==> config.mk <==
export PLATFORM = sky130hd
export DESIGN_NAME = delay_slot_arbiter
export DESIGN_NICKNAME = d
export VERILOG_FILES = /design/src/rtl/delay_slot_arbiter.sv
export SDC_FILE = /design/constraint.sdc
export NUM_CORES = 1
export LEC_CHECK = 0
export CORE_MARGIN = 4
export CORE_UTILIZATION = 50
export CTS_CLUSTER_SIZE = 30
export DETAILED_ROUTE_END_ITERATION = 8
export PLACE_DENSITY = 0.85
export SYNTH_ARGS = -nofsm -noshare
export SYNTH_HDL_FRONTEND = slang
export SYNTH_SLANG_ARGS = --single-unit
==> constraint.sdc <==
create_clock -name clk -period 3.9 [get_ports clk]
set_input_delay 0.585 -clock clk [delete_from_list [all_inputs] [get_ports clk]]
set_output_delay 0.585 -clock clk [all_outputs]
set_load 0.005 [all_outputs]
==> src/rtl/delay_slot_arbiter.sv <==
// Time-shares one WIDTH-bit down-counter among NREQ requesters (round-robin by default).
// Define DELAY_SLOT_ARBITER_FIXED_PRIO_EN for fixed priority (lowest index wins, no rr pointer).
module delay_slot_arbiter #(
    parameter int WIDTH = 8,
    parameter int NREQ  = 4
) (
    input  logic                    clk,
    input  logic                    rst,
    input  logic [NREQ-1:0]         req,
    input  logic [NREQ*WIDTH-1:0]   load_val,
    output logic [NREQ-1:0]         grant,
    output logic [NREQ-1:0]         done,
    output logic                    busy,
    output logic [WIDTH-1:0]        count
);

    localparam int IDXW = (NREQ > 1) ? $clog2(NREQ) : 1;

    typedef enum logic [1:0] {
        IDLE,
        RUN,
        DONE
    } stateT;

    stateT              r_state;
    logic [IDXW-1:0]    r_owner;
    logic [NREQ-1:0]    r_grant;
    logic [NREQ-1:0]    r_done;
    logic               r_busy;
    logic [WIDTH-1:0]   r_count;

    logic               w_anyReq;
    logic [IDXW-1:0]    w_winner;
    logic [IDXW-1:0]    w_scanIdx;

`ifndef DELAY_SLOT_ARBITER_FIXED_PRIO_EN
    logic [IDXW-1:0]    r_rrPtr;
    logic [IDXW-1:0]    w_nextOwner;

    // Pointer moves just past whoever last held the counter, so it gets lowest priority next time.
    assign w_nextOwner = (r_owner == IDXW'(NREQ - 1)) ? '0 : r_owner + IDXW'(1);
`endif

    // First requester found scanning upward (modulo NREQ) from the priority start point.
    always_comb begin
        w_anyReq  = 1'b0;
        w_winner  = '0;
        w_scanIdx = '0;
        for (int off = 0; off < NREQ; off++) begin
`ifdef DELAY_SLOT_ARBITER_FIXED_PRIO_EN
            w_scanIdx = IDXW'(off);
`else
            w_scanIdx = IDXW'((int'(r_rrPtr) + off) % NREQ);
`endif
            if (!w_anyReq && req[w_scanIdx]) begin
                w_anyReq = 1'b1;
                w_winner = w_scanIdx;
            end
        end
    end

    always_ff @(posedge clk or posedge rst) begin
        if (rst) begin
            r_state <= IDLE;
            r_owner <= '0;
            r_grant <= '0;
            r_done  <= '0;
            r_busy  <= 1'b0;
            r_count <= '1;
`ifndef DELAY_SLOT_ARBITER_FIXED_PRIO_EN
            r_rrPtr <= '0;
`endif
        end else begin
            case (r_state)
                IDLE: begin
                    r_done <= '0;
                    if (w_anyReq) begin
                        r_owner <= w_winner;
                        r_grant <= NREQ'(1) << w_winner;
                        r_count <= load_val[w_winner*WIDTH +: WIDTH];
                        r_busy  <= 1'b1;
                        r_state <= RUN;
                    end
                end
                RUN: begin
                    // An abort outranks expiry: a requester that walked away gets no done pulse.
                    if (!req[r_owner]) begin
                        r_grant <= '0;
                        r_busy  <= 1'b0;
                        r_state <= IDLE;
`ifndef DELAY_SLOT_ARBITER_FIXED_PRIO_EN
                        r_rrPtr <= w_nextOwner;
`endif
                    end else if (r_count == '0) begin
                        r_grant <= '0;
                        r_done  <= NREQ'(1) << r_owner;
                        r_state <= DONE;
                    end else begin
                        r_count <= r_count - WIDTH'(1);
                    end
                end
                DONE: begin
                    r_done  <= '0;
                    r_busy  <= 1'b0;
                    r_state <= IDLE;
`ifndef DELAY_SLOT_ARBITER_FIXED_PRIO_EN
                    r_rrPtr <= w_nextOwner;
`endif
                end
                default: begin
                    r_state <= IDLE;
                end
            endcase
        end
    end

    assign grant = r_grant;
    assign done  = r_done;
    assign busy  = r_busy;
    assign count = r_count;

endmodule

After elaboration in Yosys (flattened, before gate mapping)
Cells that the tools add are included.
Widths: inputs -> output; s select.
{ "classes": {"div_mod_pow": 0, "n_reduce_logical": 20, "order_cmp": 5, "bitwise_logic": 0, "multipliers": 0, "eq_ne": 9, "add_sub_neg": 5, "muxes": 39, "n_shift": 3} }
{ "op_table": {"columns": ["op", "count"], "rows": [
  ["$shiftx 32x6->8", 1],
  ["$mux 8", 3],
  ["$mux 4", 5],
  ["$mux 2", 9],
  ["$pmux 4 s2", 2],
  ["$pmux 8 s2", 1],
  ["$lt 2x3->1 const B", 5],
  ["$mux 1", 11],
  ["$bmux 1 s2", 5],
  ["$ne 2x2->1 const B", 5],
  ["$reduce_and 3->1", 3],
  ["$logic_not 8->1", 1],
  ["$pmux 2 s2", 2],
  ["$shl 1x2->4 const A", 2],
  ["$sub 8x1->8 const B", 1],
  ["$reduce_and 2->1", 3],
  ["$reduce_bool 2->1", 3],
  ["$add 2x1->2 const B", 2],
  ["$add 2x2->2 const B", 2],
  ["$eq 2x2->1 const B", 2],
  ["$reduce_and 4->1", 1],
  ["$logic_and 1x1->1", 3],
  ["$logic_not 1->1", 3],
  ["$ne 3x3->1 const B", 1],
  ["5 further kinds", 5]
]} }
{ "totals": {"elab_cells": 88, "in_bits": 38, "mem_bits_rw": 0, "latch_bits": 0, "regBits": 23, "romBits": 0, "out_inout_bits": 17, "memories": 0} }

Logic depth before layout (Yosys ltp)
Gate-level depths: netlist of run 1.
{ "logic_depth": {"depth_word": 15, "ltp_mapped": 9, "depth_no_buf": 8} }

Worst setup path after synthesis of run 1
Ideal clock, no wire load.
{ "synth_timing": {"kind": "input to register", "start": "in req[2]", "end": "reg r_count[0], in the netlist count[0]", "setup_ps": 98, "path_stages": 7, "n_path_buf": 1, "t_arrival_ps": 1990, "setup_slack_ps": 1811, "required_time_ps": 3802, "cell_sequence": "buf_6 mux2_2 a32o_1 nor2_4 mux2i_1 mux2_2 a221oi_1"} }
{ "synth_via": {"elab_chain_cells": 15, "elab_cells_between_ends": 30, "classes_between": "eq/ne (2); shift (1); mux (20); reduce/logical (7)"} }
{ "synth_lines": {"columns": ["element", "line_no", "rtl"], "rows": [
  ["start: declaration", "9", "input logic [NREQ-1:0] req,"],
  ["$bmux 1 s2", "55", "if (!w_anyReq && req[w_scanIdx]) begin"],
  ["$mux 1 (not written as such)", "55", null],
  ["$mux 1", "55", null],
  ["$logic_not 1->1", "55", null],
  ["$logic_and 1x1->1", "55", null],
  ["$mux 1", "55", null],
  ["$logic_not 1->1", "55", null],
  ["$logic_and 1x1->1", "55", null],
  ["$mux 1", "55", null],
  ["$logic_not 1->1", "55", null],
  ["$logic_and 1x1->1", "55", null],
  ["$mux 2", "55", null],
  ["$shiftx 32x6->8", "80", "r_count <= load_val[w_winner*WIDTH +: WIDTH];"],
  ["$mux 8", "77", "if (w_anyReq) begin"],
  ["$pmux 8 s2", "74", "case (r_state)"],
  ["end signal: assignment", "80", null],
  ["end signal: assignment", "99", "r_count <= r_count - WIDTH'(1);"],
  ["end: declaration", "30", "logic [WIDTH-1:0] r_count;"]
]} }
Several ways; a longest one is shown, not always the timed one. The select of a mux whose other input is x is not followed.
A chain may end at the register's enable or synchronous reset.

Worst setup path after layout of run 1
Same ends and word-level chain as after synthesis.

==> metrics.md, run 1 <==
| Metric | Value |
|---|---|
| Status | `finished, final reports clean` |
| Worst VDD drop | `0.3690 mV` |
| Core area | `3363 µm²` |
| Setup_tns | `0 ps` |
| Largest net degree at the start of global routing | `24` |
| Nature of the critical path endpoint | `flip-flop` |
| Most area-consuming cells after synthesis | `dfrtp_1 21%, dfstp_2 12%, ha_1 7.2%` |
| Cell taking the most area after synthesis | `dfrtp_1` |
| Synthesized Nets | `247` |
| Ant diodes | `0` |
| Most frequent CP cell | `mux2_2` |
| Bufs and invs on worst path | `1` |
| Hold Fails Final Rpt | `0` |
| Clock power frac | `7.1%` |
| Vias in the first global route | `1473` |
| CP peak stage delay | `580 ps` |
| CTS H-tree lvls | `1` |
| Worst EP arrival | `2670 ps` |
| FFs w/ async S/R, synth | `100.0%` |
| Combinational family with the most area after synthesis | `compound AO/OA/AOI/OAI gates` |
| DRC viols | `0` |
| Synth top area share | `21.47%` |
| Final Cycle Share | `62.59%` |
| Crit-path cells | `clkdlybuf4s50_1 -> mux2_2 -> a32o_1 -> nor2_4 -> mux2i_1 -> mux2_2 -> a221oi_1` |
| Final #Nets | `298` |
| Combinational Power Share | `60.8%` |
| Post-Synth Simple-Gate Area | `14.89%` |
| Sw frac | `43.47%` |
| Final number of setup-violating endpoints | `0` |
| Final Slew Violations | `0` |
| CTS tree | `done` |
| Mapped Area | `1748 µm²` |
| Antenna viol nets, final | `0` |
| Seq pwr share | `32.1%` |
| Synthesized-area fraction occupied by xor and xnor cells | `0%` |
| # hold bufs at CTS | `0` |
| Worst hold path class | `reg2reg` |
| Kind of critical path | `in2reg` |
| Setup Buffers After CTS | `0` |
| Worst slew pin tran | `875.0 ps` |
| Slew margin rel. | `41.60%` |
| Maximum clock skew at final layout | `8.186 ps` |
| CP startpoint kind | `input port` |
| Initial Util | `51.97%` |
| Netlist cell types | `46` |
| Synthesis-to-finish area growth | `32.93%` |
| IO Pins | `55` |
| Buffers on Ports | `54` |
| WL/cell | `14.27 µm` |
| CP max FO | `11` |
| Worst Path Required | `4130 ps` |
| PwrDens | `685.6 nW/µm²` |
| Dpl cells | `291` |
| Slowest cell on the critical path | `clkdlybuf4s50_1` |
| Most common cell after layout, fill and taps aside | `clkdlybuf4s50_1` |
| Vias | `1692` |
| Die height | `67.13 µm` |
| Pre-CTS setup slack | `1130 ps` |
| Tmin final | `2441 ps` |
| Leakage dissipation | `0.9804 nW` |
| Post-synthesis compound-gate area fraction | `24.84%` |
| Yosys warns | `0` |
| Post-synth EDFFs | `0` |
| Fill count | `302` |
| GR Util All Layers | `19.85%` |
| Top FF cell, synth | `dfrtp_1` |
| Fmax | `0.4097 GHz` |
| Syn Area/Cell | `8.784 µm²` |
| Initial DRC count | `154` |
| P_int | `0.9005 mW` |
| Post-route insts no fill | `295` |
| Global-route congestion overflow total | `0` |
| CP top delay family | `multiplexers` |
| Mapped Cells | `199` |
| Drt total wl | `4.209 mm` |
| Post-synthesis adder-cell area fraction | `7.158%` |
| Cts repair resizes | `0` |
| Clk pin slew, worst setup/hold paths | `130 ps` |
| Die footprint | `4506 µm²` |
| Site Rows | `21` |
| Layout cells sized above 1 | `11.24%` |
| Sequential element share of the synthesized area | `33.50%` |
| Dpl hpwl | `3.369 mm` |
| Mux cell area share after synthesis | `12.10%` |
| Post-synthesis register bit count | `23` |
| Sw Pwr | `0.6925 mW` |
| Final worst setup slack | `1459 ps` |
| GPL Wtd Cong | `0.8788` |
| Initial antenna violation count | `0` |
| Num CTS Buffers | `3` |
| RSZ-0062 raised after global routing | `no` |
| Later-pin clock latency in the skew report | `310 ps` |
| Clock sink count | `23` |
| CTS root buffer | `clkbuf_4` |
| Max Cap Viol | `0` |
| Clk buf depth | `2` |
| First-pass GRT wire length | `6.872 mm` |
| Vias per cell | `5.736` |
| Drt first pass iters | `5` |
| Most frequent cells in the layout | `54 x clkdlybuf4s50_1, 21 x inv_1, 20 x a21oi_1` |
| Width of the die | `67.13 µm` |
-- flip-flops by register name (all words and copies together) (netlist names) --
signal	cells
count	8
done	4
grant	4
r_owner	2
r_rrPtr	2
r_state	2
busy	1
-- Yosys cell counts, drive strengths merged (5+ instances only) --
library cell and count:
nor2 12, dfrtp 15, inv 21, mux2i 11, dfstp 8, ha 10
nand2b 5, mux2 7, nand2 17, nor3 5, o21ai 15, a21oi 21
buf 5
-- stage by stage --
stage	hold slack [ps]	utilization [%]	power (mW)	cell area, µm²
floorplan	472.7	-	1.147	1748
global placement	461.6	68.30	1.461	2297
detailed placement	469.9	68.30	1.477	2297
CTS	500.0	69.08	1.592	2323
global route	546.2	69.08	1.733	2323
finish	494.8	69.08	1.593	2323
-- tightest hold or removal path: cells and delay by family, from the launching register on --
family | cells | cell delay [ps]
DFF | 1 | 370
AOI/OAI and AO/OA | 1 | 60
and+or+nand+nor | 1 | 40
-- per-layer routing --
| metal | track usage, % | share of wire (%) | wire length, µm |
|---|---|---|---|
| met4 | 4.557 | 1.0 | 42 |
| met1 | 29.12 | 45 | 1875 |
| met3 | 3.035 | 7.2 | 305 |
| met5 | 0 | 0 | 0 |
| met2 | 30.55 | 47 | 1986 |
-- cell type report --
cell class / instances / area, µm² / share of cell area (%)
well taps: 46 / 57.56 / 2.477
clock buffers: 4 / 26.28 / 1.131
flip-flops and latches: 23 / 585.6 / 25.20
multi-input cells: 146 / 1031 / 44.37
inverters: 22 / 82.58 / 3.554
repair buffers: 54 / 540.5 / 23.26
-- worst paths after layout --
kind | start | endpoint | slack [ps] | cells after the start
worst max-delay path | req[2] | count[0] | 1460 | 7
worst min-delay path | grant[2] | grant[2] | 490 | 2
worst max register to register | r_rrPtr[1] | count[0] | 1710 | 6
worst min register to register | grant[2] | grant[2] | 490 | 2
max in group asynchronous | rst | r_owner[0] | 2620 | 2
min in group asynchronous | rst | grant[3] | 740 | 2
-- power groups by stage --
stage	combinational [mW]	sequential, mW	clock, mW
final	0.968	0.512	0.113
after global routing	1.08	0.534	0.122
after CTS	0.970	0.510	0.113
after detailed placement	0.964	0.513	0
after global placement	0.949	0.512	0
after floorplan	0.663	0.484	0
-- kinds of logic after synthesis --
| kind of cell | count (synthesis) |
|---|---|
| AO/OA/AOI/OAI | 64 |
| AND/OR/NAND/NOR | 53 |
| buffers and inverters | 30 |
| flip-flops | 23 |
| multiplexers | 19 |
| adder cells (fa/ha/maj) | 10 |
No activity file was read; power rests on OpenSTA's default activity.
==> inputs of run 2 (changes only) <==
- CORE_UTILIZATION: 50 -> 42
- PLACE_DENSITY: 0.85 -> 0.76
- clock period: 3.9 -> 2 ns (I/O delays scaled with it)
==> run 2 against run 1 <==
  * The run now ends with setup timing left
  * Design area grew 15%
  * First-iteration DRC count shrank 40%
  * Critical endpoint is now count[7]
  * Global-route usage shrank 1.0 points
  * Largest power group unchanged
  * Critical path depth shrank 1
==> metrics.md, run 2 (synthesis gave the netlist of run 1 again) <==
| Metric | Value |
|---|---|
| Kind of critical path | `reg2reg` |
| RR Endpoint | `count[7]` |
| Final #Nets | `331` |
| Worst Path Required | `2200 ps` |
| Multi-input gate area | `1087 µm²` |
| Largest net degree at the start of global routing | `24` |
| Buffers on Ports | `54` |
| GPL Wtd Cong | `0.9543` |
| Die footprint | `5258 µm²` |
| Leakage dissipation | `1.163 nW` |
| CP max FO | `8` |
| CTS root buffer | `clkbuf_8` |
| CTS tree | `done` |
| Slowest cell on the critical path | `or4_4` |
| Final Slew Violations | `0` |
| CP startpoint kind | `flip-flop` |
| First-pass GRT wire length | `7.941 mm` |
| Global-route congestion overflow total | `0` |
| Reg area | `585.6 µm²` |
| DRC viols | `0` |
| Worst R2R Setup Slack | `-40 ps` |
| Drt first pass iters | `4` |
| Failing checks | `setup timing` |
| Pre-CTS setup slack | `-280.7 ps` |
| Drt total wl | `4.905 mm` |
| Most frequent cells in the layout | `53 x clkdlybuf4s50_1, 31 x buf_4, 21 x inv_1` |
| Initial antenna violation count | `0` |
| Synthesis-to-finish area growth | `52.83%` |
| Maximum clock skew at final layout | `1.644 ps` |
| PwrDens | `1397 nW/µm²` |
| Worst slew pin tran | `441.3 ps` |
| Final Cycle Share | `102.2%` |
| DP Area | `2555 µm²` |
| Worst hold path class | `in2async` |
| Tmin final | `2044 ps` |
| WL/cell | `14.77 µm` |
| Fill count | `322` |
| Antenna viol nets, final | `0` |
| R2R depth | `6` |
| Crit-path cells | `or4_4 -> o41a_1 -> o21a_4 -> nand4_1 -> o311ai_2 -> a21oi_2` |
| Layout cells sized above 1 | `25.53%` |
| Ant diodes | `0` |
| CP peak stage delay | `550 ps` |
| Clk buf depth | `2` |
| Site Rows | `23` |
| Core area | `4000 µm²` |
| Fmax | `0.4892 GHz` |
| Die height | `72.51 µm` |
| RSZ-0062 raised after global routing | `yes` |
| CTS H-tree lvls | `1` |
| Vias | `1814` |
| Initial Util | `43.70%` |
| IO Pins | `55` |
| Max FFs per register | `8` |
| Final worst setup slack | `-44.30 ps` |
| Final number of setup-violating endpoints | `6` |
| Hold Fails Final Rpt | `0` |
| Worst VDD drop | `0.8198 mV` |
| Clk pin slew, worst setup/hold paths | `90 ps` |
| Initial DRC count | `93` |
| Num CTS Buffers | `3` |
| Final Instance Area | `2671 µm²` |
| Nature of the critical path endpoint | `flip-flop` |
| Clock sink count | `23` |
| Most common cell after layout, fill and taps aside | `clkdlybuf4s50_1` |
| Width of the die | `72.51 µm` |
| GR Util All Layers | `18.81%` |
| Dpl hpwl | `3.866 mm` |
| CP top delay family | `compound AO/OA/AOI/OAI gates` |
| Worst EP arrival | `2250 ps` |
| Max Cap Viol | `0` |
| RR Startpoint | `count[3]` |
| Later-pin clock latency in the skew report | `260 ps` |
| Vias in the first global route | `1757` |
| Bufs and invs on worst path | `0` |
| Status | `complete, but fails checks` |
| Slew margin rel. | `70.27%` |
| Vias per cell | `5.464` |
==> run 2: cell types whose count changed in the layout (fill, tap and decap cells not counted), sizes merged <==
cell,delta
buf,+33
clkbuf,-1
clkdlybuf4s50,-1
clkinvlp,+1
dlygate4sd2,+1
==> run 2: area by class of cell <==
cell class	instances	share of cell area (%)
multi-input combinational	146	40.70
timing repair buffer	87	30.07
sequential	23	21.92
inverter	22	3.232
tap	50	2.342
clock buffer	3	1.546
clock inverter	1	0.1874
==> run 2: layer usage <==
layer	up-vias	global-route usage (%)	share of wire [%]
li1	890	-	-
met3	8	2.493	5.5
met5	-	0	0
met1	856	25.93	43
met2	60	31.04	50
met4	0	5.123	1.4
==> run 2: worst max-delay path by stage <==
stage / start / endpoint / slack, ps / cells after the start
6_report: count[3] / count[7] / -40 / 6
5_1_grt: count[3] / count[0] / -100 / 6
4_1_cts: count[3] / count[4] / -40 / 5
3_5_place_dp: req[0] / count[6] / -280 / 7
3_3_place_gp: req[0] / count[7] / -230 / 7
2_1_floorplan: count[3] / count[4] / 70 / 6
==> run 2: per-stage QoR <==
stage,hold WS (ps),TNS (ps),power (mW),std cells,utilization (%)
after floorplan,296.0,0,2.236,199,-
after global placement,481.9,-2938,3.211,327,63.87
after detailed placement,483.3,-3453,3.257,327,63.87
after CTS,388.2,-106.7,3.599,331,65.37
after global routing,401.5,-816.5,4.030,332,66.78
final,375.0,-205.8,3.732,332,66.78
==> run 2: where the power goes <==
part	internal [mW]	switching, mW	leakage [nW]
logic	1.30	1.22	0.860
registers	0.742	0.182	0.277
clock network	0.139	0.155	0.0255
total	2.18	1.56	1.16
==> run 2: tightest hold or removal path: stages <==
cell and delay [ps]:
clkdlybuf4s50_1 400, inv_1 50, buf_4 290
==> run 2: repair_timing <==
action,in CTS,in global routing
endpoints found under the setup margin,11,16
hold buffers,0,0
hold endpoints to repair,0,0
gates resized for setup,4,12
pin swaps,1,3
setup buffers,0,1
